<file path="src/rtl/if_fetch_unit.sv">
`default_nettype none
// +------------------------------------------------------------------------+
// | if_fetch_unit: PC sequencer feeding a 2-entry {pc, instr} fetch FIFO     |
// | Revision: 1.0                                                          |
// +------------------------------------------------------------------------+
module if_fetch_unit #(
  parameter logic [31:0] RESET_PC   = 32'h0000_0000,
  parameter int          ADDR_WIDTH = 8
) (
  input  logic                  clk,
  input  logic                  rst,
  output logic [ADDR_WIDTH-1:0] irom_addr,
  input  logic [31:0]           irom_data,
  input  logic                  redirect_valid,
  input  logic [31:0]           redirect_pc,
  output logic                  out_valid,
  input  logic                  out_ready,
  output logic [31:0]           out_instr,
  output logic [31:0]           out_pc,
  output logic                  misalign_err
);

  logic [31:0] pc;
  logic [1:0]  count;
  logic        rd_ptr;
  logic        wr_ptr;
  logic [31:0] ent_pc    [2];
  logic [31:0] ent_instr [2];
  logic        pop;
  logic        push;

  assign irom_addr = pc[ADDR_WIDTH+1:2];
  assign out_valid = (count != 2'd0);
  assign out_pc    = out_valid ? ent_pc[rd_ptr]    : 32'd0;
  assign out_instr = out_valid ? ent_instr[rd_ptr] : 32'd0;

  // A redirect kills any handshake in the same cycle, so decode never sees it complete.
  assign pop  = out_valid && out_ready && !redirect_valid;
  assign push = !redirect_valid && ((count != 2'd2) || pop);

  always_ff @(posedge clk or negedge rst) begin
    if (!rst) begin
      pc           <= RESET_PC;
      count        <= 2'd0;
      rd_ptr       <= 1'b0;
      wr_ptr       <= 1'b0;
      misalign_err <= 1'b0;
      for (int i = 0; i < 2; i++) begin
        ent_pc[i]    <= 32'd0;
        ent_instr[i] <= 32'd0;
      end
    end else begin
      misalign_err <= redirect_valid && (redirect_pc[1:0] != 2'b00);
      if (redirect_valid) begin
        count  <= 2'd0;
        rd_ptr <= 1'b0;
        wr_ptr <= 1'b0;
        pc     <= {redirect_pc[31:2], 2'b00};
      end else begin
        if (push) begin
          ent_pc[wr_ptr]    <= pc;
          ent_instr[wr_ptr] <= irom_data;
          wr_ptr            <= ~wr_ptr;
          pc                <= pc + 32'd4;
        end
        if (pop) begin
          rd_ptr <= ~rd_ptr;
        end
        count <= count + {1'b0, push} - {1'b0, pop};
      end
    end
  end

endmodule
`default_nettype wire

</file>
<file path="config.mk">
export PLATFORM = sky130hd
export DESIGN_NAME = if_fetch_unit
export DESIGN_NICKNAME = d
export VERILOG_FILES = /design/src/rtl/if_fetch_unit.sv
export SDC_FILE = /design/constraint.sdc
export NUM_CORES = 1
export LEC_CHECK = 0
export CORE_MARGIN = 1
export CORE_UTILIZATION = 53
export DETAILED_ROUTE_END_ITERATION = 8
export GPL_ROUTABILITY_DRIVEN = 0
export PLACE_DENSITY = 0.84
export SKIP_LAST_GASP = 1
export SYNTH_ARGS = -nofsm -noshare
export SYNTH_HDL_FRONTEND = slang
export SYNTH_SLANG_ARGS = --single-unit
</file>
<file path="constraint.sdc">
create_clock -name clk -period 2.69 [get_ports clk]
set_clock_uncertainty 0.1 [all_clocks]
set_input_delay 0.538 -clock clk [delete_from_list [all_inputs] [get_ports clk]]
set_output_delay 0.538 -clock clk [all_outputs]
set_load 0.005 [all_outputs]
</file>
* Yosys cells after proc, flatten, opt, wreduce, memory -nomap -nowiden
Cells that the tools add are included.
** Storage, ports and cells
- Bits in registers :: 165
- Input port bits :: 68
- Output and inout bits :: 74
- Word-level logic and storage cells :: 52
** Operators by class
- Add/subtract/negate cells :: 3
- $lt $le $gt $ge :: 3
- Equality and inequality tests :: 1
- Multiplexer cells :: 19
- Bitwise logic cells :: 5
- Reduce and logical (&&, ||, !) cells :: 12
** Operators with widths (count)
- $mux W32 :: 11
- $bwmux W64 :: 2
- $add A32 B3 Y32 const B :: 1
- $demux W32 S1 :: 1
- $reduce_bool A2 Y1 :: 4
- $logic_and A1 B1 Y1 :: 5
- $ge A2 B2 Y1 const B :: 2
- $mux W1 :: 4
- $not A1 Y2 :: 2
- $not A1 Y1 :: 3
- $add A2 B1 Y2 :: 1
- $lt A2 B1 Y1 const B :: 1
- $mux W2 :: 1
- $ne A2 B2 Y1 const B :: 1
- $reduce_and A2 Y1 :: 1
- $sub A2 B1 Y2 :: 1
- $logic_not A1 Y1 :: 1
- $logic_or A1 B1 Y1 :: 1

* Longest topological paths before layout
- Word-level depth :: 8
- Depth in mapped cells :: 9
- Gate-level depth less buffers :: 9

* Worst setup path after synthesis
Ideal clock, no wire load.
- Kind :: register to register
- Start point :: register pc[13]
- End point :: register pc[27]
- Library setup time :: 0.082 ns
- Data arrival time :: 1.876 ns
- Data required time :: 2.508 ns
- Slack :: 0.632 ns
- Stages on the path, launching flop included :: 6
- Buffers on the path :: 1
- Clock period less this slack :: 2.058 ns
- Cells stage by stage :: dfrtp_1 nand4_2 or4_1 buf_2 or4_1 a31oi_1
** Between the ends
- Longest elaborated chain between the ends :: 3
** RTL lines
- from (decl) :: line 23 : logic [31:0] pc;
- from (signal assigned) :: line 58 : pc <= {redirect_pc[31:2], 2'b00};
- from (signal assigned) :: line 64 : pc <= pc + 32'd4;
- $add A32 B3 Y32 :: line 64
- $mux W32 :: line 60 : if (push) begin
- $mux W32 :: line 54 : if (redirect_valid) begin
Every way passes these cells. The select of a mux whose other input is x is not followed.
A chain may end at the register's enable or synchronous reset.

* Worst setup path after layout
- Start point :: register rd_ptr
- End point :: output port out_instr[31]
** Between the ends
- Longest elaborated chain between the ends :: 5
** RTL lines
- from (decl) :: line 25 : logic rd_ptr;
- from (signal assigned) :: line 67 : rd_ptr <= ~rd_ptr;
- $not A1 Y2 (implied by the code) :: line 35 : assign out_instr = out_valid ? ent_instr[rd_ptr] : 32'd0;
- $mux W32 (implied by the code) (3 in series) :: line 35
- $mux W32 :: line 35
- to (decl) :: line 18 : output logic [31:0] out_instr,
Every way passes these cells. The select of a mux whose other input is x is not followed.

==> reports/qor.yml <==
outcome: "finished with violations"
violations: "negative hold slack"
p_int_w: 0.006803
clock-root-buffer: "clkbuf_16"
p_sw_w: 0.002869
dr.pass1.iters: 7
slew_headroom_pct: 61.21
antenna_found_initial: 0
chipWidth_microns: 122.2
reg2reg_slack_ps: 310
route.met3.wl_microns: 876
synth_area_per_cell_sq_um: 11.67
synth_top_area_share_pct: 51.95
synth_common_cells: "dfrtp_1, mux2_2, nor2_1"
worstPathRequired_ps: 2050
setup.worst_path.end_class: "output pin"
r2r_cells: 5
first_iter_violations: 431
cts_sinks: 159
die_area_sq_um: 14940
synth_edf_count: 0
worst-slew-pin-transition_ps: 579.7
peakVddDrop_mv: 0.5525
seqCellArea_sq_um: 3983
crit_path_start_kind: "flop"
finalMaxSlewViolations: 0
synth-xor-area-share_pct: 1.258
grt_pass1_wl_mm: 29.77
multi_input_area_sq_um: 3428
synth_top_family_by_area: "multiplexers"
synth-seq-area-share_pct: 51.95
critPathMaxFanout: 21
finalSetupTns_ps: 0
hold_viol: 6
hold_ws_ps: -6.589
syn_inst: 656
h-tree-depth: 4
ys_warn_count: 0
synth_most_common_cell: "dfrtp_1"
hold_path.class: "in -> async"
r2r-start: "pc[3]$_DFFE_PN0P_"
drive_gt1_share_pct: 23.35
fmax_ghz: 0.3858
synth_ff_type: "dfrtp_1"
ant_nets: 0
portBuffers: 139
worstSetupStartpoint: "rd_ptr$_DFFE_PN0P_"
synth-compound-area-share_pct: 5.342
fp.coreArea_sq_um: 13990
start_util_pct: 54.75
drc: 0
synth_fa_ha_area_share_pct: 0.4901
swShare_pct: 29.66
cts_tree: "yes"
placed_area_sq_um: 9301
power_density_nw_per_um2: 977.2
async_flop_share_pct: 100.0
worstSkewPairLatency_ps: 420
vias: 5767
arrival_ps: 1950
viasPerCell: 5.855
period_share_pct: 96.36
met1Wirelength_mm: 7.488
fin_area_sq_um: 9898
crit_type: "reg -> out"
dr_wl_met2_mm: 9.391
grt_pass1_vias: 6017
layout_min_cycle_time_ps: 2592
hpwl_mm: 12.26
clk_path_buf_depth: 2
synthTopCellsByArea: "dfrtp_1, mux2_2, mux2i_1"
syn_area_sq_um: 7659
combPwrFrac_pct: 36.3
path_clk_slew_ps: 60
ios: 142
synthSimpleGateAreaFrac_pct: 10.82
grt_max_degree: 61
r2r-end: "pc[26]$_DFFE_PN0P_"
nets: 864
placementRows: 43
overflow: 0
drt_wl_total_mm: 18.18
areaGrowthSynthToFinish_pct: 29.24
setup_viol: 0
synth.distinct_cells: 48
die_y_microns: 122.2
n_fill_cell: 989
n_antenna_cell: 0
routed.top_layer: "met4"
max_cap_violations: 0
clkPwrFrac_pct: 23.9
pwr-share-seq_pct: 39.8
grt_use_total_pct: 25.85
power_leakage_nw: 3.954
rsz0062_at_grt: "no"
synth-seq-cells: 159
post_drt_wl_per_cell_microns: 18.46
synthMuxAreaShare_pct: 26.47
cts-buffers-inserted: 17
synth_area_leader_cell: "dfrtp_1"
## critical path, cell delays in order, from the launching register on
cell             delay, ps
dfrtp_4                540
buf_12                 200
mux2i_1                140
nor2_1                 130
clkdlybuf4s50_1        520
## metal layers
metal	vias up	global-route usage, %
met5	-	0
met4	0	8.689
met3	40	5.623
met2	186	44.24
met1	2939	32.40
li1	2602	-
## flip-flops by register name, summed over array words and instances (netlist names)
signal,count
misalign_err,1
wr_ptr,1
pc,30
count,2
ent_instr,64
rd_ptr,1
ent_pc,60
## cell type report
cell class,instances,share of cell area (%)
clock buffer,26,5.246
timing repair buffer,164,16.70
clock inverter,5,0.5309
sequential,159,40.24
inverter,10,0.3792
multi-input combinational,441,34.64
tap,180,2.275
## metrics by stage
step                instances  util, %  power [W]  setup WS [ps]  hold slack, ps
global placement          952    66.49   0.007169          84.07           388.0
global route              985    70.76    0.01024          12.13           26.43
floorplan                 657        -   0.005754          631.8           142.4
finish                    985    70.76   0.009672          97.85          -6.589
CTS                       985    70.69   0.009749          36.01           5.686
detailed placement        952    66.49   0.007380         -22.83           394.5
## power groups by stage
stage	Combinational, W	Sequential (W)	Clock, W
2_1_floorplan	0.00208	0.00368	0
3_3_place_gp	0.00336	0.00381	0
3_5_place_dp	0.00347	0.00391	0
4_1_cts	0.00355	0.00385	0.00235
5_1_grt	0.00383	0.00397	0.00244
6_report	0.00352	0.00385	0.00231
## cell families after synthesis
kind of cell	Yosys count
adder cells (fa/ha/maj)	3
buffers and inverters	57
flip-flops	159
XOR/XNOR	11
other	1
AO/OA/AOI/OAI	60
multiplexers	187
AND/OR/NAND/NOR	178
## how the worst max path moves through the flow
stage | endpoint | slack (ps) | depth (start not counted)
3_5_place_dp | pc[26]$_DFFE_PN0P_ | -20 | 5
4_1_cts | out_pc[11] | 40 | 4
3_3_place_gp | pc[26]$_DFFE_PN0P_ | 80 | 5
2_1_floorplan | count[0]$_DFF_PN0_ | 630 | 7
6_report | out_instr[31] | 100 | 4
5_1_grt | out_instr[5] | 10 | 4
## cell usage in the layout, fill, tap and decap left out, drive strengths merged, types with 9 or more instances in the layout
cell type	instances
dfrtp	159
clkdlybuf4s50	137
mux2	124
nor2	92
mux2i	63
buf	26
clkbuf	26
nand2	22
nand3	18
o21ai	17
a31oi	16
o31ai	11
or4	10
nand4	10
inv	9
## what timing repair did
| action | CTS | global route |
|---|---|---|
| resized for setup | 0 | 3 |
| setup buffers | 2 | 0 |
| hold buffers | 0 | 0 |
| setup endpoints to repair | 27 | 5 |
(Power assumes the default switching activity.)
